`config.mk`:
```
export PLATFORM = sky130hd
export DESIGN_NAME = bp_be_nonsynth_resp_collector
export DESIGN_NICKNAME = d
export VERILOG_FILES = /design/src/rtl/bp_be_nonsynth_resp_collector.sv
export SDC_FILE = /design/constraint.sdc
export NUM_CORES = 1
export LEC_CHECK = 0
export CORE_MARGIN = 4
export CORE_UTILIZATION = 60
export CTS_CLUSTER_DIAMETER = 60
export DETAILED_ROUTE_END_ITERATION = 7
export GPL_ROUTABILITY_DRIVEN = 0
export HOLD_SLACK_MARGIN = 0.15
export PLACE_DENSITY_LB_ADDON = 0.05
export RECOVER_POWER = 25
export SLEW_MARGIN = 30
export SYNTH_ARGS = -nofsm -noshare
export SYNTH_HDL_FRONTEND = slang
export SYNTH_SLANG_ARGS = --single-unit
```
`constraint.sdc`:
```
create_clock -name clk_i -period 19.5 [get_ports clk_i]
set_input_delay 3.9 -clock clk_i [delete_from_list [all_inputs] [get_ports clk_i]]
set_output_delay 3.9 -clock clk_i [all_outputs]
set_load 0.05 [all_outputs]
```
`src/rtl/bp_be_nonsynth_resp_collector.sv`:
```
// Per-channel response FIFOs with optional LFSR-gated drain, plus a
// watchdog and sticky pass/fail aggregation for trace-replay benches.
module bp_be_nonsynth_resp_collector #(
    parameter int          num_caches_p    = 1,
    parameter int          width_p         = 64,
    parameter int          els_p           = 8,
    parameter int          random_yumi_p   = 0,
    parameter int          yumi_min_delay_p = 0,
    parameter int          yumi_max_delay_p = 15,
    parameter logic [15:0] seed_p          = 16'hACE1,
    parameter int          timeout_width_p = 16,
    localparam int         cw_lp = $clog2(els_p + 1)
) (
    input  logic                              clk_i,
    input  logic                              reset_n_i,
    input  logic [num_caches_p-1:0]           v_i,
    input  logic [num_caches_p*width_p-1:0]   data_i,
    output logic [num_caches_p-1:0]           ready_o,
    output logic [num_caches_p-1:0]           v_o,
    output logic [num_caches_p*width_p-1:0]   data_o,
    input  logic [num_caches_p-1:0]           ready_i,
    input  logic [num_caches_p-1:0]           done_i,
    output logic [num_caches_p*cw_lp-1:0]     count_o,
    output logic [num_caches_p-1:0]           overflow_o,
    output logic                              pass_o,
    output logic                              fail_o
);

    localparam int pw_lp   = $clog2(els_p);
    localparam int span_lp = yumi_max_delay_p - yumi_min_delay_p + 1;

    typedef enum logic [1:0] {IDLE_S, WAIT_S, OFFER_S} state_e;

    logic [num_caches_p-1:0]    enq_v;
    logic [num_caches_p-1:0]    deq_v;
    logic [num_caches_p-1:0]    busy_n_v;
    logic [timeout_width_p-1:0] wd_q;
    logic                       pass_q;
    logic                       fail_q;
    logic                       fail_cond;
    logic                       pass_cond;

    for (genvar i = 0; i < num_caches_p; i++) begin : ch
        localparam logic [15:0] raw_seed_lp = seed_p ^ 16'(i);
        localparam logic [15:0] seed_lp =
            (raw_seed_lp == 16'd0) ? 16'd1 : raw_seed_lp;

        logic [width_p-1:0] mem_q [els_p];
        logic [pw_lp-1:0]   wptr_q;
        logic [pw_lp-1:0]   rptr_q;
        logic [cw_lp-1:0]   cnt_q;
        logic [cw_lp-1:0]   cnt_n;
        logic               ovf_q;
        logic               rdy;
        logic               vo;
        logic               enq;
        logic               deq;

        state_e      state_q;
        state_e      state_n;
        logic [15:0] lfsr_q;
        logic [15:0] lfsr_n;
        logic [15:0] dly_q;
        logic [15:0] dly_n;
        logic [15:0] dly_new;
        logic        load;

        assign rdy   = (cnt_q != cw_lp'(els_p));
        assign enq   = v_i[i] & rdy;
        assign deq   = vo & ready_i[i];
        assign cnt_n = cnt_q + cw_lp'(enq) - cw_lp'(deq);

        assign enq_v[i]      = enq;
        assign deq_v[i]      = deq;
        assign busy_n_v[i]   = (cnt_n != '0);
        assign ready_o[i]    = rdy;
        assign v_o[i]        = vo;
        assign overflow_o[i] = ovf_q;
        assign data_o[i*width_p +: width_p] = mem_q[rptr_q];
        assign count_o[i*cw_lp +: cw_lp]    = cnt_q;

        always_ff @(posedge clk_i) begin
            if (enq) mem_q[wptr_q] <= data_i[i*width_p +: width_p];
        end

        always_ff @(posedge clk_i) begin
            if (!reset_n_i) begin
                wptr_q <= '0;
                rptr_q <= '0;
                cnt_q  <= '0;
                ovf_q  <= 1'b0;
            end else begin
                if (enq) wptr_q <= wptr_q + 1'b1;
                if (deq) rptr_q <= rptr_q + 1'b1;
                cnt_q <= cnt_n;
                if (v_i[i] & ~rdy) ovf_q <= 1'b1;
            end
        end

        // Drain gate: delay drawn from the LFSR each time a head is armed
        assign dly_new = 16'(32'(yumi_min_delay_p)
                       + (32'(lfsr_q) % 32'(span_lp)));

        always_ff @(posedge clk_i) begin
            if (!reset_n_i) begin
                state_q <= IDLE_S;
                lfsr_q  <= seed_lp;
                dly_q   <= '0;
            end else begin
                state_q <= state_n;
                lfsr_q  <= lfsr_n;
                dly_q   <= dly_n;
            end
        end

        always_comb begin
            state_n = state_q;
            dly_n   = dly_q;
            lfsr_n  = lfsr_q;
            load    = 1'b0;
            unique case (state_q)
                IDLE_S: begin
                    if (cnt_q != '0) load = 1'b1;
                end
                WAIT_S: begin
                    if (dly_q <= 16'd1) state_n = OFFER_S;
                    else dly_n = dly_q - 16'd1;
                end
                OFFER_S: begin
                    if (ready_i[i]) begin
                        if (cnt_n != '0) load = 1'b1;
                        else state_n = IDLE_S;
                    end
                end
                default: state_n = IDLE_S;
            endcase
            if (load) begin
                lfsr_n  = {lfsr_q[14:0],
                           lfsr_q[15] ^ lfsr_q[13] ^ lfsr_q[12] ^ lfsr_q[10]};
                dly_n   = dly_new;
                state_n = (dly_new == 16'd0) ? OFFER_S : WAIT_S;
            end
        end

        always_comb begin
            vo = (random_yumi_p != 0) ? (state_q == OFFER_S)
                                      : (cnt_q != '0);
        end
    end

    assign fail_cond = (&wd_q) | (|overflow_o);
    assign pass_cond = (&done_i) & ~(|busy_n_v) & ~fail_q & ~fail_cond;

    always_ff @(posedge clk_i) begin
        if (!reset_n_i) begin
            wd_q   <= '0;
            pass_q <= 1'b0;
            fail_q <= 1'b0;
        end else begin
            if ((|enq_v) | (|deq_v)) wd_q <= '0;
            else if (!(pass_q | fail_q)) wd_q <= wd_q + 1'b1;
            fail_q <= fail_q | fail_cond;
            pass_q <= pass_q | pass_cond;
        end
    end

    assign pass_o = pass_q;
    assign fail_o = fail_q;

endmodule

```
==> results.toml <==
[logic_synthesis]
synth-seq-cells = 544
synthTopCellsByArea = "edfxtp_1 73%, mux4_1 8.2%, mux4_2 6.6%, mux2_2 3.4%, dfxtp_1 3.0%"
yosysTopAreaCellShare = 0.730
ys_seq_area_frac = 0.760
synthFlopType = "edfxtp_1"
synth_nets = 987
synth_edf_count = 512
ys_types = 45
synthCells = 907
synth_top_area_cell = "edfxtp_1"
syn_area_per_cell_um2 = 23.2
yosys_warnings = 0
ys_async_sr_fraction = 0
syn-cell-area_um2 = 21100

[worst_setup_path]
slowest_stage = "dfxtp_4"
worst_setup_path_start_kind = "flop"
required_ns = 15.60
crit_family = "buffers and inverters"
crit_chain = "buf_6 > mux4_1 > mux2_2 > clkdlybuf4s50_1"
reg2reg_setup_slack_ns = 16.35
crit_path_end_kind = "output pin"
path_class = "reg2out"
cp_slowest_stage_delay_ns = 0.75
cp_max_fo = 60
critPathBufInv = 2
arrival_ns = 3.75

[floorplan]
fp.coreArea_um2 = 34600
io_pins = 142
start_util = 0.609
die_h_um = 195
placementRows = 68
dieArea_um2 = 38200
die_w_um = 195

[detailed_routing]
ant_nets = 0
drtIter0Drc = 600
drc_errors = 0
avgViaCountPerCell = 5.98
drtPass1Iterations = 4
drt-total-wl_um = 38400
wl_per_cell_um = 24.5
route.vias.total = 9371

[job]
max_cap_violations = 0

[grt]
grt_pass1_vias = 9962
antenna_found_initial = 8
grt-ovfl-total = 0
gr-usage-all-layers = 0.204
grt_pass1_wl_um = 59400
grt_max_degree = 76

[timing]
rsz0062_at_grt = "no"
layout_setup_ws_ns = 11.85
worstMarginPinSlew_ns = 0.939
hold_viol = 0
final.setup_skew_ns = 0.0130
slew_violations = 0
period_minus_slack_ns = 7.65
fmax_mhz = 131
setup-violations-final = 0
hold_ws_ns = 0.495
slew_headroom = 0.374
finalSetupTns_ns = 0
fin_crit_sh = 0.393

[layout]
drive_above_1_share = 0.207
area_growth_pct = 16.4
final_nets = 1157

[clock_network]
cts_sinks = 544
cts.path.max_buffers = 3
clock_latency_ns = 0.57
cts-root-buf = "clkbuf_16"
post_cts_buffers = 0
htreeDepth = 2
numCtsBuffers = 52
postCtsHoldBufs = 0
path_clk_slew_ns = 0.06
cts_resized = 0
cts_tree = "yes"

[power]
power.leakage_nw = 7.82
max-vdd-ir-drop_uv = 92.6
power_density_nw_per_um2 = 132

[hold_path]
hp-class = "reg2reg"

[place]
dp_hpwl_um = 19900
place_ws_ns = 12.38
port_buffers = 141

[outcome]
status = "finished clean"
[through the flow]
stage / power (mW) / utilization / std cells / cell area [um^2]
5_1_grt: 3.36 / 0.709 / 1566 / 24500
2_1_floorplan: 2.09 / - / 907 / 21100
3_5_place_dp: 2.32 / 0.662 / 1478 / 22900
4_1_cts: 3.27 / 0.708 / 1565 / 24500
3_3_place_gp: 2.31 / 0.662 / 1478 / 22900
6_report: 3.23 / 0.709 / 1567 / 24500
[flip-flops by register name (all words and copies together) (netlist names), named ones only]
name,flops
ch.rptr_q,3
wd_q,16
fail_o,1
ch.mem_q,512
overflow_o,1
ch.wptr_q,3
pass_o,1
count_o,4
[cell usage after synthesis, types with 4 or more instances]
cell,instances
clkbuf_1,17
nor2_1,21
inv_1,7
nand3_1,10
a21oi_1,4
mux4_2,62
and2_1,7
nand4_1,6
mux4_1,66
ha_1,10
buf_1,5
nand2_1,12
xor2_1,7
edfxtp_1,512
dfxtp_1,32
xnor2_1,9
mux2_2,64
buf_6,4
buf_8,7
[layer usage]
| metal | routed length, um | share of wire | vias to the layer above | track usage |
|---|---|---|---|---|
| li1 | - | - | 4187 | - |
| met4 | 690 | 0.018 | 8 | 0.0507 |
| met5 | 56 | 0.0015 | - | 0 |
| met2 | 18900 | 0.49 | 214 | 0.331 |
| met1 | 16500 | 0.43 | 4899 | 0.292 |
| met3 | 2210 | 0.058 | 63 | 0.0442 |
[placed cells by master (no fill, tap or decap), types with 12 or more instances in the layout]
cell type	n
clkbuf_16	53
clkdlybuf4s50_1	102
dfxtp_1	29
dlygate4sd3_1	39
edfxtp_1	512
mux2_2	64
mux4_1	66
mux4_2	62
nand2_1	12
nor2_1	15
[power breakdown]
part	internal [mW]	leakage [nW]	switching, mW	total [mW]
combinational	0.381	2.14	0.506	0.887
sequential	1.35	4.91	0.0450	1.39
clock	0.551	0.775	0.399	0.950
[path summary, 6_finish.rpt]
| kind | from | to | cells past startpoint |
|---|---|---|---|
| worst max register to register | count_o[2] | ch[0].mem_q[5][39] | 6 |
| worst max-delay path | flop | data_o[16] | 4 |
| worst min register to register | wd_q[1] | wd_q[1] | 2 |
| worst min-delay path | wd_q[1] | wd_q[1] | 2 |
[cell families (layout without fill, tap and decap cells)]
logic type / after synthesis / in the layout / share of synthesized area
buffers and inverters: 47 / 250 / 0.0162
adder cells (fa/ha/maj): 11 / 11 / 0.00689
AND/OR/NAND/NOR: 81 / 81 / 0.0222
multiplexers: 194 / 194 / 0.184
AO/OA/AOI/OAI: 14 / 14 / 0.00445
XOR/XNOR: 16 / 16 / 0.00665
other: 0 / 2 / 0
flip-flops: 544 / 544 / 0.760
[area by class of cell]
cell class                 count  area [um^2]
antenna                        2         5.00
clock buffer                  65         1380
clock inverter                22          216
fill                        2059        10100
inverter                       7         26.3
multi-input combinational    316         4770
sequential                   544        16000
tap                          455          569
timing repair buffer         156         1540
[worst register-to-register path, cell delays in order (launching register included)]
cell,delay (ns)
dfxtp_1,0.34
inv_1,0.08
ha_1,0.19
or3b_2,0.26
nand3_1,0.31
nor2_4,0.81
buf_4,0.75
No activity file was read; power rests on OpenSTA's default activity.
